**src/rtl/sha_msg_sched_if.sv**
```systemverilog
// Block-in / word-out handshake bundle for the SHA-2 message scheduler.
// The master modport is the scheduler side; the slave modport is the block source and round core.
interface sha_msg_sched_if #(
  parameter int WORD_W = 32,
  parameter int IDX_W  = 7
);
  logic                  blk_valid;
  logic                  blk_ready;
  logic [16*WORD_W-1:0]  blk_data;
  logic                  w_valid;
  logic                  w_ready;
  logic [WORD_W-1:0]     w_data;
  logic [IDX_W-1:0]      w_index;
  logic                  w_last;

  modport master (
    input  blk_valid, blk_data, w_ready,
    output blk_ready, w_valid, w_data, w_index, w_last
  );

  modport slave (
    output blk_valid, blk_data, w_ready,
    input  blk_ready, w_valid, w_data, w_index, w_last
  );
endinterface

```
**src/rtl/sha_msg_sched_stream.sv**
```systemverilog
// SHA-256/SHA-512 message scheduler streaming W[0..ROUNDS-1] from a rolling 16-word window.
// Optional macro SHA_MSG_SCHED_BACK2BACK_EN lets a new block load on the final word handshake.
module sha_msg_sched_stream #(
  parameter int WORD_W = 32,
  parameter int IDX_W  = 7
) (
  input  logic                  clk,
  input  logic                  rst,
  sha_msg_sched_if.master       bus,
  output logic                  busy
);

  localparam int ROUNDS = (WORD_W == 64) ? 80 : 64;
  localparam logic [IDX_W-1:0] PRE_LAST_T = IDX_W'(ROUNDS - 2);

  if (WORD_W != 32 && WORD_W != 64) begin : g_bad_word_w
    $error("sha_msg_sched_stream: WORD_W must be 32 or 64");
  end

  // Sigma rotate/shift amounts for the selected hash width.
  localparam int S0_A = (WORD_W == 32) ? 7  : 1;
  localparam int S0_B = (WORD_W == 32) ? 18 : 8;
  localparam int S0_C = (WORD_W == 32) ? 3  : 7;
  localparam int S1_A = (WORD_W == 32) ? 17 : 19;
  localparam int S1_B = (WORD_W == 32) ? 19 : 61;
  localparam int S1_C = (WORD_W == 32) ? 10 : 6;

  function automatic logic [WORD_W-1:0] rotr(input logic [WORD_W-1:0] x, input int n);
    return (x >> n) | (x << (WORD_W - n));
  endfunction

  function automatic logic [WORD_W-1:0] sig0(input logic [WORD_W-1:0] x);
    return rotr(x, S0_A) ^ rotr(x, S0_B) ^ (x >> S0_C);
  endfunction

  function automatic logic [WORD_W-1:0] sig1(input logic [WORD_W-1:0] x);
    return rotr(x, S1_A) ^ rotr(x, S1_B) ^ (x >> S1_C);
  endfunction

  typedef enum logic {IDLE, RUN} state_t;

  state_t             state;
  logic [WORD_W-1:0]  win [16];
  logic [IDX_W-1:0]   t;
  logic               blk_ready_q;
  logic               w_valid_q;
  logic               w_last_q;
  logic               busy_q;
  logic [WORD_W-1:0]  next_word;
  logic               load_en;
  logic               shift_en;

`ifdef SHA_MSG_SCHED_BACK2BACK_EN
  // The final word's handshake frees the window, so the next block may load on that same edge.
  assign bus.blk_ready = blk_ready_q | (w_last_q & bus.w_ready);
`else
  assign bus.blk_ready = blk_ready_q;
`endif

  assign load_en   = bus.blk_valid & bus.blk_ready;
  assign shift_en  = w_valid_q & bus.w_ready;
  assign next_word = win[0] + sig0(win[1]) + win[9] + sig1(win[14]);

  assign bus.w_valid = w_valid_q;
  assign bus.w_data  = win[0];
  assign bus.w_index = t;
  assign bus.w_last  = w_last_q;
  assign busy        = busy_q;

  // NOTE: the window is plain flops and is cleared on reset so w_data reads 0 afterwards;
  // a RAM-style array would normally be left unreset.
  always_ff @(posedge clk) begin
    if (rst) begin
      for (int i = 0; i < 16; i++) win[i] <= '0;
    end else if (load_en) begin
      for (int i = 0; i < 16; i++) win[i] <= bus.blk_data[16*WORD_W-1-WORD_W*i -: WORD_W];
    end else if (shift_en) begin
      for (int i = 0; i < 15; i++) win[i] <= win[i+1];
      win[15] <= next_word;
    end
  end

  // NOTE: all state and outputs use non-blocking assignments so every register sees pre-edge values.
  always_ff @(posedge clk) begin
    if (rst) begin
      state       <= IDLE;
      blk_ready_q <= 1'b1;
      w_valid_q   <= 1'b0;
      w_last_q    <= 1'b0;
      busy_q      <= 1'b0;
      t           <= '0;
    end else begin
      case (state)
        IDLE: begin
          if (load_en) begin
            state       <= RUN;
            blk_ready_q <= 1'b0;
            w_valid_q   <= 1'b1;
            busy_q      <= 1'b1;
            w_last_q    <= 1'b0;
            t           <= '0;
          end
        end
        RUN: begin
          if (shift_en) begin
            if (w_last_q) begin
              t        <= '0;
              w_last_q <= 1'b0;
              if (!load_en) begin
                state       <= IDLE;
                blk_ready_q <= 1'b1;
                w_valid_q   <= 1'b0;
                busy_q      <= 1'b0;
              end
            end else begin
              t        <= t + 1'b1;
              w_last_q <= (t == PRE_LAST_T);
            end
          end
        end
        default: state <= IDLE;
      endcase
    end
  end

endmodule

```
**src/flat_wrapper.sv**
```systemverilog
// flat-port wrapper written by rule: the top's interface ports become plain ports
module sha_msg_sched_stream_flat 
#(
  parameter int WORD_W = 32,
  parameter int IDX_W  = 7
)
  (clk, rst, busy, bus_blk_valid, bus_blk_data, bus_w_ready, bus_blk_ready, bus_w_valid, bus_w_data, bus_w_index, bus_w_last);
  sha_msg_sched_if #(.WORD_W(WORD_W), .IDX_W(IDX_W)) bus_i ();
  input  logic clk;
  input  logic rst;
  output logic busy;
  input wire logic [$bits(bus_i.blk_valid)-1:0] bus_blk_valid;
  input wire logic [$bits(bus_i.blk_data)-1:0] bus_blk_data;
  input wire logic [$bits(bus_i.w_ready)-1:0] bus_w_ready;
  output wire logic [$bits(bus_i.blk_ready)-1:0] bus_blk_ready;
  output wire logic [$bits(bus_i.w_valid)-1:0] bus_w_valid;
  output wire logic [$bits(bus_i.w_data)-1:0] bus_w_data;
  output wire logic [$bits(bus_i.w_index)-1:0] bus_w_index;
  output wire logic [$bits(bus_i.w_last)-1:0] bus_w_last;
  assign bus_i.blk_valid = bus_blk_valid;
  assign bus_i.blk_data = bus_blk_data;
  assign bus_i.w_ready = bus_w_ready;
  assign bus_blk_ready = bus_i.blk_ready;
  assign bus_w_valid = bus_i.w_valid;
  assign bus_w_data = bus_i.w_data;
  assign bus_w_index = bus_i.w_index;
  assign bus_w_last = bus_i.w_last;
  sha_msg_sched_stream #(.WORD_W(WORD_W), .IDX_W(IDX_W)) u_core (.clk(clk), .rst(rst), .bus(bus_i), .busy(busy));
endmodule
```
**config.mk**
```make
export PLATFORM = sky130hd
export DESIGN_NAME = sha_msg_sched_stream_flat
export DESIGN_NICKNAME = d
export VERILOG_FILES = /design/src/rtl/sha_msg_sched_if.sv /design/src/rtl/sha_msg_sched_stream.sv /design/src/flat_wrapper.sv
export SDC_FILE = /design/constraint.sdc
export NUM_CORES = 1
export LEC_CHECK = 0
export CORE_MARGIN = 2
export CORE_UTILIZATION = 55
export CTS_BUF_LIST = sky130_fd_sc_hd__clkbuf_4
export DETAILED_ROUTE_END_ITERATION = 10
export GPL_TIMING_DRIVEN = 0
export MAX_ROUTING_LAYER = met4
export PLACE_DENSITY = 0.83
export SKIP_LAST_GASP = 1
export SYNTH_ARGS = -nofsm -noshare
export SYNTH_HDL_FRONTEND = slang
export SYNTH_SLANG_ARGS = --single-unit
```
**constraint.sdc**
```tcl
create_clock -name clk -period 14.4 [get_ports clk]
set_clock_uncertainty 0.1 [all_clocks]
set_input_delay 2.88 -clock clk [delete_from_list [all_inputs] [get_ports clk]]
set_output_delay 2.88 -clock clk [all_outputs]
set_load 0.01 [all_outputs]
```
**After elaboration in Yosys (flattened, before gate mapping)**

Memory sizes are Yosys's and may differ from the RTL's.
Cells that the tools add are included.

- Register bits after elaboration: 11
- Bits in latches: 0
- Memory bits (writable): 512
- ROM bits: 0
- Output and inout port bits: 43
- Word-level logic and storage cells: 121
- Memories: 1

- Add/subtract/negate cells: 4
- Multipliers: 0
- Div/mod/pow operators: 0
- $lt $le $gt $ge: 0
- Equality and inequality tests: 5
- Shift operators: 0
- Multiplexer cells: 61
- Bitwise operators: 43
- Reductions and logical operators: 2

Memory list:

| memory | depth | bits a word | read ports | clocked after Yosys merged registers in | write ports | line | source |
|---|---|---|---|---|---|---|---|
| u_core.win | 16 | 32 | 16 | 0 | 16 | sha_msg_sched_stream.sv:43 | `logic [WORD_W-1:0] win [16];` |

Operator list:

| cell | number |
|---|---|
| $mux 32 | 32 |
| $add 32x32->32 | 3 |
| $xor 32x32->32 | 2 |
| $or 1x1->1 | 32 |
| $or 13x32->32 | 1 |
| $or 14x32->32 | 1 |
| $or 15x32->32 | 1 |
| $or 25x32->32 | 1 |
| $xor 32x22->32 | 1 |
| $xor 32x29->32 | 1 |
| $mux 1 | 21 |
| $mux 7 | 3 |
| $pmux 7 s2 | 1 |
| $pmux 1 s2 | 4 |
| $add 7x1->7 const B | 1 |
| $eq 7x6->1 const B | 1 |
| $ne 2x2->1 const B | 3 |
| $reduce_and 4->1 | 1 |
| $and 1x1->1 | 2 |
| $ne 2x1->1 const B | 1 |
| $reduce_and 2->1 | 1 |
| $not 1->1 | 1 |

**Depth between registers and ports, before layout**

An unclocked memory read counts as a cell.

- Word-level depth: 8
- Gate-level depth with buffers: 17

**Worst setup path after synthesis**

No wires, ideal clock.

- Path kind: in2reg
- From: in bus_blk_valid
- To: mem u_core.win[0][0] (enable)
- Data arrival time: 8166 ps
- Required time: 12344 ps
- Setup slack: 4178 ps
- Stages: 5
- Cell sequence: nand2_1 -> a31oi_1 -> clkbuf_1 -> clkbuf_1 -> nand2_1

RTL lines:

| what | line | source |
|---|---|---|
| start: declaration | flat_wrapper.sv:12 | `input wire logic [$bits(bus_i.blk_valid)-1:0] bus_blk_valid;` |
| end: declaration | sha_msg_sched_stream.sv:43 |  |

==> results_dict.tcl <==
set metrics [dict create \
    synth_compound_area_share_pct 20.1 \
    fin_crit_sh_pct 47.6 \
    drv_slew 0 \
    grt.overflow.total 0 \
    seq_area_um2 15600 \
    postSynthCellCount 1808 \
    vdd_drop_max_mv 0.111 \
    ant_nets 0 \
    cts_tree "done" \
    synth_area_per_cell_um2 14.2 \
    place_area_um2 32100 \
    crit_type "in -> reg" \
    synth_top_family_by_area "compound AO/OA/AOI/OAI gates" \
    antenna_found_initial 23 \
    timing.rr.end "u_core.win[7][57]$_DFFE_PP_" \
    hold_end "u_core.win[3][53]$_SDFFCE_PN0P_" \
    hp-start "u_core.win[4][21]$_DFFE_PP_" \
    hold-worst-slack_ns 0.429 \
    yosysSeqAreaShare_pct 60.9 \
    multi_input_area_um2 8690 \
    num_rows 79 \
    chipHeight_um 220 \
    grt_usage_pct 39.6 \
    design.die.area_um2 48300 \
    viasPerCell 6.12 \
    gp_congestion 1.02 \
    synth_xor_area_share_pct 5.10 \
    yosys.area_share.simple_pct 2.17 \
    final_area_um2 33900 \
    ctsLongestPathBuffers 3 \
    hpwl_mm 75.3 \
    syn_area_um2 25600 \
    cp_max_fo 67 \
    reg2reg_depth 17 \
    ios 559 \
    crit-reg2reg-launch "u_core.win[7][20]$_DFFE_PP_" \
    drive_above_1_share_pct 11.3 \
    drc_errors 0 \
    drv_cap 0 \
    yosys_register_bits 523 \
    final_hold_viol_count 0 \
    routedWlPerCell_um 29.3 \
    cts_hold_buf 0 \
    cts_buffers 134 \
    synth_ff_type "edfxtp_1" \
    cp-end-kind "register" \
    root_buffer "clkbuf_4" \
    synth_fa_ha_area_share_pct 6.46 \
    async_flop_share_pct 0 \
    syn_to_final_growth_pct 32.5 \
    clk_pin_slew_worst_paths_ns 0.06 \
    worst_slew_margin_rel_pct 14.7 \
    nets 3121 \
    power_leakage_nw 13.6 \
    wirelength_mm 94.8 \
    fmax_mhz 146 \
    drtIter0Drc 2320 \
    portBuffers 557 \
    cp.arrival_ns 7.32 \
    initial_core_util_pct 55.3 \
    crit_required_ns 14.88 \
    rsz0062_at_grt "no" \
    dr.pass1.iters 6 \
    synthesis.nets 2419 \
    synth-edff-count 512 \
    regToRegSetupSlack_ns 9.19 \
    min_path_type "reg -> reg" \
    ys_types 54 \
    final_cell_mix "557 x clkdlybuf4s50_1, 512 x edfxtp_1, 483 x a22o_1" \
    first_global_vias 19300 \
    yosys_warnings 0 \
    post_cts_buffers 0 \
    post_cts_resized 0 \
    cellPowerDensity_nw_per_um2 157 \
    die_x_um 220 \
    cts_sinks 523 \
    synth.area.mux_share_pct 0.0391 \
    layout_commonest_cell "clkdlybuf4s50_1" \
    worstSkewPairLatency_ns 0.90 \
    holdPathStages 1 \
    worst_pin_slew_ns 1.27 \
    grt_max_degree 79 \
    setup_viol 0 \
    fin_crit_ns 6.85 \
    fill_cells 3164 \
    status "complete, no violations" \
    grt_pass1_wl_mm 129 \
    vias 19800 \
    fin_setup_tns_ns 0 \
    htreeDepth 4 \
    start_kind "input port" \
    core_area_um2 46300 \
]
[cell families after synthesis]
kind of cell / after synthesis
xor gates and xnor gates: 149
muxes: 1
DFF: 523
AOI/OAI and AO/OA: 615
adders and majority gates: 95
and+or+nand+nor: 120
buffers and inverters: 305
[power by group]
| part | internal (mW) | switching, mW |
|---|---|---|
| combinational | 0.797 | 1.27 |
| clock | 0.671 | 0.616 |
| sequential | 1.85 | 0.113 |
| total | 3.32 | 2.00 |
[through the flow]
stage	setup slack [ns]	utilization (%)	power [mW]	std cells
3_5_place_dp	6.77	69.5	3.98	2980
2_1_floorplan	4.18	-	3.18	1808
4_1_cts	7.69	73.1	5.26	3199
5_1_grt	7.45	73.3	5.52	3223
3_3_place_gp	0.388	69.0	3.99	2972
6_report	7.55	73.3	5.32	3230
[routing by layer]
layer	share of wire (%)	global-route usage [%]	wire length (µm)
met5	0	-	0
met4	4.6	18.9	4410
met3	11	10.2	10700
met2	48	63.7	45900
met1	36	47.0	33700
[sequential cells by signal, summed over array words and instances, names as in the netlist]
name                  cells
u_core.bus.w_index        7
u_core.bus.blk_ready      1
u_core.win              512
u_core.state              1
u_core.bus.w_last         1
u_core.bus.w_valid        1
[synth_stat cells, types with 2 or more instances]
cell	count	area share [%]
a21boi_2	2	0.088
a22o_1	483	17
nand4_1	5	0.12
nor2_1	24	0.35
o21ai_1	6	0.12
clkbuf_1	77	1.1
xor2_1	32	1.1
nor2b_1	3	0.073
nand4b_1	2	0.068
and3_1	6	0.15
a21oi_1	27	0.53
buf_1	12	0.18
nand2_1	54	0.79
buf_2	34	0.67
edfxtp_1	512	60
a21oi_2	2	0.068
a31oi_1	10	0.24
a21o_1	18	0.53
a211o_1	2	0.068
nand2b_1	6	0.15
o31ai_1	2	0.059
a41oi_1	2	0.068
a211oi_1	3	0.088
dfxtp_1	11	0.86
o21ai_2	2	0.068
ha_1	33	1.6
o21bai_1	4	0.12
a221o_1	2	0.078
a32o_1	3	0.12
fa_1	62	4.9
o21a_1	4	0.12
o21ai_0	31	0.61
xnor2_1	117	4.0
o211ai_1	4	0.12
or3_1	3	0.073
buf_4	34	1.0
nand3_1	11	0.22
inv_1	147	2.2
[worst max path at each step]
stage	endpoint	startpoint
6_report	u_core.win[5][24]$_DFFE_PP_	bus_blk_valid
5_1_grt	u_core.win[5][25]$_DFFE_PP_	bus_blk_valid
4_1_cts	u_core.win[5][28]$_DFFE_PP_	bus_blk_valid
3_5_place_dp	u_core.win[5][16]$_DFFE_PP_	bus_blk_valid
3_3_place_gp	u_core.win[4][16]$_DFFE_PP_	bus_blk_valid
2_1_floorplan	u_core.win[0][0]$_DFFE_PP_	bus_blk_valid
[cell type report]
cell class,instances,area share [%]
Antenna cell,30,0.221
Buffer,158,2.27
Clock buffer,188,4.16
Clock inverter,31,0.731
Inverter,147,1.63
Multi-Input combinational cell,980,25.6
Sequential cell,523,46.0
Tap cell,607,2.24
Timing Repair Buffer,566,17.1
[worst max-delay path, cell delays in order]
cell             delay [ns]
clkdlybuf4s50_1        0.51
nand2_1                0.27
a31oi_1                0.88
clkbuf_1               0.50
clkbuf_1               0.57
nand2_4                0.49
buf_16                 0.36
buf_16                 0.25
buf_16                 0.25
buf_16                 0.24
(Power assumes the default switching activity.)
